## src/rtl/yutorina_bus_pkg.sv

```systemverilog
// -----------------------------------------------------------------------------
// yutorina_bus_pkg
//   Shared definitions for the CPU-side bus master interface:
//   - bus_state_e          : FSM state encoding (IDLE, REQ, ACCESS, WAIT)
//   - READ / WRITE         : values of the rw / bus_rw direction bit
//   - ENABLE_ / DISABLE_   : levels of the active-low bus control signals
//   - DEFAULT_TIMEOUT_CYC  : default WAIT length before a timeout abort
// -----------------------------------------------------------------------------
package yutorina_bus_pkg;

    typedef enum logic [1:0] {
        ST_IDLE   = 2'd0,
        ST_REQ    = 2'd1,
        ST_ACCESS = 2'd2,
        ST_WAIT   = 2'd3
    } bus_state_e;

    localparam logic READ  = 1'b0;
    localparam logic WRITE = 1'b1;

    // Active-low control levels (bus_req_, bus_as_, bus_grnt_, bus_rdy_).
    localparam logic ENABLE_  = 1'b0;
    localparam logic DISABLE_ = 1'b1;

    localparam int DEFAULT_TIMEOUT_CYC = 15;

endpackage : yutorina_bus_pkg

```

## src/rtl/yutorina_bus_timer.sv

```systemverilog
// -----------------------------------------------------------------------------
// yutorina_bus_timer
//   Clear/enable cycle counter used to bound the slave WAIT phase.
//   Only instantiated when YUTORINA_BUS_TIMEOUT_EN is defined.
//
// Parameters:
//   LIMIT    number of enabled cycles after which the timer expires (>= 1)
// Ports:
//   clk      in   clock
//   rst      in   synchronous active-high reset
//   clr      in   clear the count to zero (has priority over en)
//   en       in   count this cycle
//   expired  out  high during the enabled cycle whose edge brings the count
//                 to LIMIT, i.e. the last cycle of the allowed window
// -----------------------------------------------------------------------------
module yutorina_bus_timer #(
    parameter int LIMIT = 15
) (
    input  logic clk,
    input  logic rst,
    input  logic clr,
    input  logic en,
    output logic expired
);

    localparam int CNT_W = $clog2(LIMIT + 1);

    logic [CNT_W-1:0] count;

    always_ff @(posedge clk) begin
        if (rst || clr) begin
            count <= '0;
        end else if (en && (count != CNT_W'(LIMIT))) begin
            // Saturate at LIMIT so a stalled owner can never wrap the counter.
            count <= count + 1'b1;
        end
    end

    // Flag the cycle in which the count is about to reach LIMIT, so the owner
    // can act on the same edge the count reaches the limit.
    assign expired = en && (count == CNT_W'(LIMIT - 1));

endmodule : yutorina_bus_timer

```

## src/rtl/yutorina_bus_if.sv

```systemverilog
// -----------------------------------------------------------------------------
// yutorina_bus_if
//   CPU-side bus master. Turns a single-word load/store request into one bus
//   transaction: request the bus (REQ), strobe the address for one cycle
//   (ACCESS), wait for the slave ready (WAIT), then pulse ack for one cycle
//   back in IDLE.
//
// Optional feature: define YUTORINA_BUS_TIMEOUT_EN to abort a WAIT phase that
//   lasts TIMEOUT_CYC cycles without bus_rdy_; the abort completes with
//   ack=1, err=1, rd_data=0. Without the macro, WAIT never times out and err
//   is tied low.
//
// Handshake: req is sampled only in IDLE; once taken, the request fields are
//   latched and the CPU sees busy=1 until the ack cycle (busy=0, ack=1). A
//   request held high in the ack cycle is taken immediately (back-to-back).
//
// Ports:
//   clk, rst       clock, synchronous active-high reset
//   req            CPU access request (sampled only in IDLE)
//   rw             0 = read, 1 = write
//   addr           word address
//   wr_data        store data
//   rd_data        registered load data (holds until the next read completes)
//   ack            one-cycle completion pulse
//   err            completion was a timeout abort (valid with ack)
//   busy           transaction in progress
//   bus_req_       arbiter request, active-low
//   bus_grnt_      arbiter grant, active-low
//   bus_as_        address strobe, active-low, one cycle in ACCESS
//   bus_rw         bus direction
//   bus_addr       bus address (0 outside ACCESS/WAIT for OR-muxing)
//   bus_wr_data    bus write data (0 outside ACCESS/WAIT for OR-muxing)
//   bus_rd_data    slave read data
//   bus_rdy_       slave ready, active-low
//   state_dbg      current FSM state, for observation only
// -----------------------------------------------------------------------------
module yutorina_bus_if
    import yutorina_bus_pkg::*;
#(
    parameter int ADDR_W      = 30,
    parameter int DATA_W      = 32,
    parameter int TIMEOUT_CYC = DEFAULT_TIMEOUT_CYC
) (
    input  logic              clk,
    input  logic              rst,
    input  logic              req,
    input  logic              rw,
    input  logic [ADDR_W-1:0] addr,
    input  logic [DATA_W-1:0] wr_data,
    output logic [DATA_W-1:0] rd_data,
    output logic              ack,
    output logic              err,
    output logic              busy,
    output logic              bus_req_,
    input  logic              bus_grnt_,
    output logic              bus_as_,
    output logic              bus_rw,
    output logic [ADDR_W-1:0] bus_addr,
    output logic [DATA_W-1:0] bus_wr_data,
    input  logic [DATA_W-1:0] bus_rd_data,
    input  logic              bus_rdy_,
    output bus_state_e        state_dbg
);

    bus_state_e        state;
    bus_state_e        state_next;

    logic              lat_rw;
    logic [ADDR_W-1:0] lat_addr;
    logic [DATA_W-1:0] lat_wr_data;

    logic              done;       // WAIT finishes at this edge
    logic              timed_out;  // ... and it finishes by abort
    logic              drive_bus;  // bus address/data phase active

    // -------------------------------------------------------------------------
    // Optional WAIT timeout
    // -------------------------------------------------------------------------
`ifdef YUTORINA_BUS_TIMEOUT_EN
    logic tmr_expired;

    // ACCESS is always followed by WAIT, so clearing in ACCESS starts every
    // WAIT phase from zero.
    yutorina_bus_timer #(
        .LIMIT (TIMEOUT_CYC)
    ) u_timer (
        .clk     (clk),
        .rst     (rst),
        .clr     (state == ST_ACCESS),
        .en      (state == ST_WAIT),
        .expired (tmr_expired)
    );

    // A ready seen on the limit edge wins over the abort.
    assign timed_out = (state == ST_WAIT) && (bus_rdy_ == DISABLE_) && tmr_expired;
`else
    logic timeout_cfg_unused;
    assign timeout_cfg_unused = (TIMEOUT_CYC != 0);
    assign timed_out          = 1'b0;
`endif

    assign done = (state == ST_WAIT) && ((bus_rdy_ == ENABLE_) || timed_out);

    // -------------------------------------------------------------------------
    // FSM: state register
    // -------------------------------------------------------------------------
    always_ff @(posedge clk) begin
        if (rst) begin
            state <= ST_IDLE;
        end else begin
            state <= state_next;
        end
    end

    // -------------------------------------------------------------------------
    // FSM: next state. Grant is only looked at in REQ; ready only in WAIT.
    // -------------------------------------------------------------------------
    always_comb begin
        state_next = state;
        case (state)
            ST_IDLE: begin
                if (req) begin
                    state_next = ST_REQ;
                end
            end
            ST_REQ: begin
                if (bus_grnt_ == ENABLE_) begin
                    state_next = ST_ACCESS;
                end
            end
            ST_ACCESS: begin
                state_next = ST_WAIT;
            end
            ST_WAIT: begin
                if (done) begin
                    state_next = ST_IDLE;
                end
            end
            default: begin
                state_next = ST_IDLE;
            end
        endcase
    end

    // -------------------------------------------------------------------------
    // Request latch, completion pulse and load data
    // -------------------------------------------------------------------------
    always_ff @(posedge clk) begin
        if (rst) begin
            lat_rw      <= READ;
            lat_addr    <= '0;
            lat_wr_data <= '0;
            rd_data     <= '0;
            ack         <= 1'b0;
            err         <= 1'b0;
        end else begin
            ack <= done;
            err <= timed_out;

            if ((state == ST_IDLE) && req) begin
                lat_rw      <= rw;
                lat_addr    <= addr;
                lat_wr_data <= wr_data;
            end

            if (timed_out) begin
                rd_data <= '0;
            end else if (done && (lat_rw != WRITE)) begin
                rd_data <= bus_rd_data;
            end
        end
    end

    // -------------------------------------------------------------------------
    // Bus and CPU-side outputs, decoded from state
    // -------------------------------------------------------------------------
    assign drive_bus = (state == ST_ACCESS) || (state == ST_WAIT);

    // Request stays asserted from REQ until completion, regardless of grant.
    assign busy        = (state != ST_IDLE);
    assign bus_req_    = busy ? ENABLE_ : DISABLE_;
    assign bus_as_     = (state == ST_ACCESS) ? ENABLE_ : DISABLE_;
    assign bus_rw      = drive_bus ? lat_rw      : READ;
    assign bus_addr    = drive_bus ? lat_addr    : '0;
    assign bus_wr_data = drive_bus ? lat_wr_data : '0;
    assign state_dbg   = state;

endmodule : yutorina_bus_if

```

## config.mk

```make
export PLATFORM = sky130hd
export DESIGN_NAME = yutorina_bus_if
export DESIGN_NICKNAME = d
export VERILOG_FILES = /design/src/rtl/yutorina_bus_pkg.sv /design/src/rtl/yutorina_bus_timer.sv /design/src/rtl/yutorina_bus_if.sv
export SDC_FILE = /design/constraint.sdc
export NUM_CORES = 1
export LEC_CHECK = 0
export CAP_MARGIN = 20
export CORE_ASPECT_RATIO = 0.5
export CORE_MARGIN = 2
export CORE_UTILIZATION = 40
export DETAILED_ROUTE_END_ITERATION = 8
export HOLD_SLACK_MARGIN = 0.15
export PLACE_DENSITY = 0.81
export SETUP_SLACK_MARGIN = 0.5
export SLEW_MARGIN = 20
export SYNTH_ARGS = -nofsm -noshare
export SYNTH_HDL_FRONTEND = slang
export SYNTH_SLANG_ARGS = --single-unit
```

## constraint.sdc

```tcl
create_clock -name clk -period 1.8 [get_ports clk]
set_input_delay 0.18 -clock clk [delete_from_list [all_inputs] [get_ports clk]]
set_output_delay 0.18 -clock clk [all_outputs]
set_load 0.02 [all_outputs]
```

# After elaboration in Yosys (flattened, before gate mapping)
# Cells that the tools add are included.
[word_totals]
mem_bits_rw = 0
memories = 0
latch_bits = 0
mem_bits_ro = 0
elab_cells = 30
reg_bits = 98
[op_classes]
magnitude_cmp = 0
reduce_logical = 7
multipliers = 0
mux = 9
addsub = 0
bitwise_logic = 2
eq_ne = 6
shift = 0
div_mod_pow = 0
[op_table]
columns = ["operator", "count"]
rows = [
  ["$mux W32", 1],
  ["$mux W30", 1],
  ["$pmux W2 S4", 1],
  ["$mux W2", 3],
  ["$ne A2 B2 Y1 const B", 3],
  ["$eq A2 B2 Y1 const B", 2],
  ["$logic_and A1 B1 Y1", 3],
  ["$mux W1", 3],
  ["$reduce_and A3 Y1", 1],
  ["$eq A2 B1 Y1 const B", 1],
  ["$logic_not A2 Y1", 1],
  ["$not A1 Y1", 2],
  ["$reduce_bool A2 Y1", 1],
  ["$logic_or A1 B1 Y1", 1],
]

# Longest topological paths before layout
[depth]
word_depth = 4
depth_mapped = 7

# Least setup slack after synthesis
# No wires, ideal clock.
[synth_timing]
path_kind = "flip-flop to flip-flop"
start = "register state[1] (netlist: state_dbg[1])"
end = "register state[1] (netlist: state_dbg[1])"
setup_time_ns = 0.087
synth_period_minus_slack_ns = 1.800
arrival_time_ns = 1.713
path_buffers = 0
stages_incl_launch_ff = 6
path_slack_ns = 0.000
cell_sequence = "dfxtp_1 inv_1 ha_1 nor2b_1 or4b_1 o31ai_1"
[synth_between]
elab_chain_cells = 4
word_cells_on_any_way = 10
[synth_lines]
columns = ["element", "line_no", "rtl"]
rows = [
  ["start, declared", "yutorina_bus_if.sv:65", "bus_state_e state;"],
  ["start signal, assigned", "yutorina_bus_if.sv:111", "state <= state_next;"],
  ["$eq A2 B2 Y1", "yutorina_bus_if.sv:102, yutorina_bus_if.sv:120", ""],
  ["$logic_and A1 B1 Y1", "yutorina_bus_if.sv:102", "assign done = (state == ST_WAIT) && ((bus_rdy_ == ENABLE_) || timed_out);"],
  ["$ne A2 B2 Y1 (no source line)", "--", ""],
  ["$reduce_and A3 Y1 (no source line)", "--", ""],
]
# Several ways; a longest one is shown, not always the timed one.
# A chain may end at the register's enable or synchronous reset.

# Worst setup path in the final report
[layout_timing]
start = "register state[1] (netlist: state_dbg[1])"
end = "register state[0] (netlist: state_dbg[0])"
# The elaborated chain is that of the path after synthesis.

==> flow_results.org <==
** Clock network
- In this run the number of H-tree levels came out at 3.
- Number of buffers between clock root and the deepest sink :: 2
- The number of clock buffers added by TritonCTS is 9.
- Clock transition at the registers of the reported paths :: 0.07 ns
- Clock sinks :: 98
- Count of hold-fix buffers inserted at cts :: 0
- The later pin in the worst-skew pair is clocked with a latency of 0.34 ns.
- CTS placed an instance of clkbuf_16 at the clock tree root.
- CTS tree :: done

** Floorplan
- The die covers 10590 sq um.
- In this run the core area contains 25 standard-cell rows.
- For this configuration, the core starts out at a cell density of 0.4125.
- Measured along the x axis, the die boundary spans 143.6 um.
- The core region is 9447 sq um.
- From bottom edge to top edge, the die measures 73.79 um.
- 202 I/O pins were placed.

** Logic synthesis
- Mean area per synthesized cell :: 7.685 sq um
- Count of warnings emitted by yosys :: 0
- The cell area that synthesis handed to floorplanning was 3896 sq um.
- Area share of the largest cell type after synthesis :: 0.5035
- The share of the Yosys chip area taken by registers is 0.5035.
- Cell taking the most area after synthesis :: dfxtp_1
- Net count after synthesis :: 611
- Register bit count reported by yosys :: 98
- Sorting the synthesized cells by area gives the leading types as dfxtp_1 50%, nand2_1 18%, a21oi_1 12%, and2_1 9.8%, clkbuf_1 2.0%.
- After synthesis, the netlist uses 21 different library cells.
- Gate Count Post-Synth :: 507

** STA
- The number of hold-slack violations in the final timing report was 0.
- The clock arrives with 0.004861 ns of skew.
- Of the available clock period, the critical path in the final layout requires 0.9118.
- Static timing analysis puts the maximum clock frequency at 0.6093 GHz.
- Setup violations remaining at the end of the flow were counted as 0.
- The max-slew violation total from the final report came to 0.
- Final critical path time including I/O delays and setup :: 1.641 ns
- Setup Total Neg Slack :: 0 ns
- Setup repair after global routing could not meet its margin everywhere.

** Global routing
- In this run the most used layer during global routing was met2.
- M1 GR Usage :: 0.2584
- Met2 Use GR :: 0.3757
- The number of antenna violations at the first check in global routing is 0.
- The total overflow left after global routing is 0.
- The first global-routing pass estimated 17.98 mm of wire.
- Total routing resource utilization after global routing :: 0.2154
- Met3 Usage GRT :: 0.05280
- Entering global routing, the biggest net connects 67 pins.
- The via count of the first global-routing pass is 3681.

** Final layout
- Area occupied by multi-input gates :: 2282 sq um
- The layout has 583 filler cells.
- Fin area :: 7410 sq um
- The final layout contains 817 nets.
- In the final layout, flip-flops and latches occupy 1969 sq um.
- Number of antenna cells inserted :: 0
- Proportion of layout cells with a drive suffix above 1 :: 0.3287
- Area delta synth->final :: 90.17%

** Pwr
- Relative contribution of sequential cells to total power :: 0.302
- P_leak :: 3.524 nW
- Max rail drop VDD :: 0.0007866 V
- Of the total power, the clock network draws 0.264.
- In this run the power spent charging and discharging nets is 3.176 mW.
- Proportion of power drawn by combinational gates :: 0.434
- Power per cell area :: 1224 nW/um^2
- Cell internal power was estimated by the tool at 5.892 mW.
- Sw Share :: 0.3502

** Critical path
- STA classifies the critical path endpoint as a flip-flop.
- Worst setup path endpoint :: state_dbg[0]$_SDFFE_PP0P_
- The endpoint identified for the worst register-to-register timing path is state_dbg[0]$_SDFFE_PP0P_.
- Req. time, crit path :: 2.02 ns
- Reg2reg setup slack :: 0.16 ns
- Register-to-Register Path Depth :: 6
- The startpoint identified for the worst register-to-register timing path is state_dbg[1]$_SDFFE_PP0P_.
- For the worst setup path, the data arrival time is 1.86 ns.
- Kind of launch point of the worst setup path :: flip-flop
- The setup path with the least slack is of type reg -> reg.
- CP max FO :: 6
- Worst setup startpoint :: state_dbg[1]$_SDFFE_PP0P_

** Routing
- In the final routed layout, each cell accounts on average for 19.07 um.
- Via density per instance :: 5.142
- DR DRC count :: 0
- The first routing iteration left 262 violations.
- The routed layout has 4386 vias.
- The pre-antenna-repair detailed-routing pass consisted of 4 iterations.
- Antenna-violating nets left :: 0
- Final routed wirelength across all metal layers :: 16.27 mm

** Worst hold path
- The tightest min-delay check is of the in -> reg type.
- Along the worst hold path, the cell count comes to 2.

** Placement
- Port buffering added 200 buffers.
- Final Wtd Congestion :: 0.8157
- Placed Area :: 6052 sq um
- Placed wire-length estimate after detailed placement :: 7.883 mm

** Job
- Max_cap viols :: 0

** Run status
- The flow ran to the end, and the final reports show no timing, DRC or antenna violations.
==> power groups by stage <==
stage | Sequential [mW] | Clock (mW) | Combinational [mW]
floorplan | 2.76 | 0 | 1.40
global placement | 2.75 | 0 | 2.24
detailed placement | 2.77 | 0 | 2.29
CTS | 2.71 | 2.41 | 2.37
global route | 2.77 | 2.48 | 4.09
finish | 2.74 | 2.40 | 3.93
==> cells in the mapped netlist <==
| cell | number |
|---|---|
| nor2_1 | 2 |
| nand2_1 | 191 |
| and2_1 | 61 |
| clkbuf_1 | 21 |
| a22o_1 | 1 |
| conb_1 | 1 |
| buf_4 | 1 |
| ha_1 | 4 |
| nor3b_2 | 1 |
| o311a_1 | 1 |
| o31ai_1 | 1 |
| nor2b_1 | 4 |
| o21ai_0 | 1 |
| dfxtp_1 | 98 |
| buf_6 | 3 |
| or4b_1 | 1 |
| buf_2 | 13 |
| inv_1 | 5 |
| a21oi_1 | 95 |
| or3b_1 | 1 |
| nor3b_1 | 1 |
==> stage by stage <==
step	hold WS (ns)	util	cells	power (mW)	worst slack, ns
floorplan	0.2561	-	507	4.155	0.3483
global placement	0.4367	0.6407	813	4.994	0.1494
detailed placement	0.4419	0.6407	813	5.057	0.09366
CTS	0.2543	0.6846	833	7.493	0.2359
global route	0.2789	0.7844	853	9.334	0.08587
finish	0.2727	0.7844	853	9.068	0.1587
==> worst min path at each step <==
stage,endpoint,from
global route,lat_addr[23]$_SDFFE_PP0P_,rst
CTS,lat_addr[0]$_SDFFE_PP0P_,rst
detailed placement,lat_wr_data[9]$_SDFFE_PP0P_,lat_wr_data[9]$_SDFFE_PP0P_
finish,lat_addr[0]$_SDFFE_PP0P_,rst
global placement,rd_data[25]$_SDFFE_PP0P_,rd_data[25]$_SDFFE_PP0P_
floorplan,ack$_SDFF_PP0_,bus_rdy_
==> timing repair <==
item                                    4_1_cts  5_1_grt
setup buffers                                 4       10
resized for setup                           237      272
endpoints found under the setup margin      198      197
pin swaps                                     2       65
endpoints found under the hold margin         0        0
cloned                                        0       10
==> cell usage in the layout, fill, tap and decap left out <==
master | Yosys | final
dlymetal6s2s_1 | 0 | 33
conb_1 | 1 | 1
nor3b_4 | 0 | 1
buf_12 | 0 | 12
and2_1 | 61 | 39
a21oi_2 | 0 | 45
nand2_4 | 0 | 34
buf_2 | 13 | 8
inv_6 | 0 | 1
clkdlybuf4s50_1 | 0 | 98
dfxtp_1 | 98 | 96
nor2b_1 | 4 | 4
ha_1 | 4 | 1
nor2_1 | 2 | 1
a21oi_1 | 95 | 50
buf_4 | 1 | 23
a22o_1 | 1 | 1
or3b_4 | 0 | 1
inv_2 | 0 | 1
dfxtp_4 | 0 | 2
clkbuf_8 | 0 | 1
dlygate4sd2_1 | 0 | 1
nor2_4 | 0 | 1
inv_1 | 5 | 2
nand2_1 | 191 | 151
o311a_1 | 1 | 1
or4b_1 | 1 | 1
and2_4 | 0 | 22
nand2_2 | 0 | 6
clkdlybuf4s15_2 | 0 | 24
bufinv_16 | 0 | 4
buf_6 | 3 | 28
inv_4 | 0 | 3
nor3b_1 | 1 | 1
o21ai_2 | 0 | 1
ha_4 | 0 | 3
o31ai_1 | 1 | 1
clkbuf_16 | 0 | 15
==> logic make-up (layout without fill, tap and decap cells) <==
logic type / after synthesis / count (layout) / synth area share
AO/OA/AOI/OAI: 99 / 99 / 0.1301
adder cells (fa/ha/maj): 4 / 4 / 0.01285
buffers and inverters: 43 / 254 / 0.05235
flip-flops: 98 / 98 / 0.5035
other: 1 / 1 / 0.0009625
AND/OR/NAND/NOR: 262 / 262 / 0.3003
==> layer usage <==
metal / share of wire / vias to the layer above
li1: - / 2018
met1: 0.39 / 2053
met2: 0.49 / 235
met3: 0.079 / 80
met4: 0.047 / 0
met5: 0 / -
==> state kept, by name (all words and copies together), names as in the netlist <==
register / count
lat_rw: 1
lat_addr: 30
lat_wr_data: 32
rd_data: 32
state_dbg: 2
ack: 1
==> critical path: stages (launching register included) <==
cell and delay, ns:
dfxtp_4 0.40, buf_4 0.16, ha_4 0.17, a22o_1 0.24, buf_4 0.15, buf_6 0.12
o311a_1 0.30
==> layout make-up <==
type                    count  area share
flip-flops and latches     98      0.2658
clock buffers              10     0.03225
inverters                   5    0.003208
well taps                 135     0.02280
clock inverters             6     0.01824
repair buffers            233      0.3497
multi-input cells         366      0.3080
No activity file was read; power rests on OpenSTA's default activity.
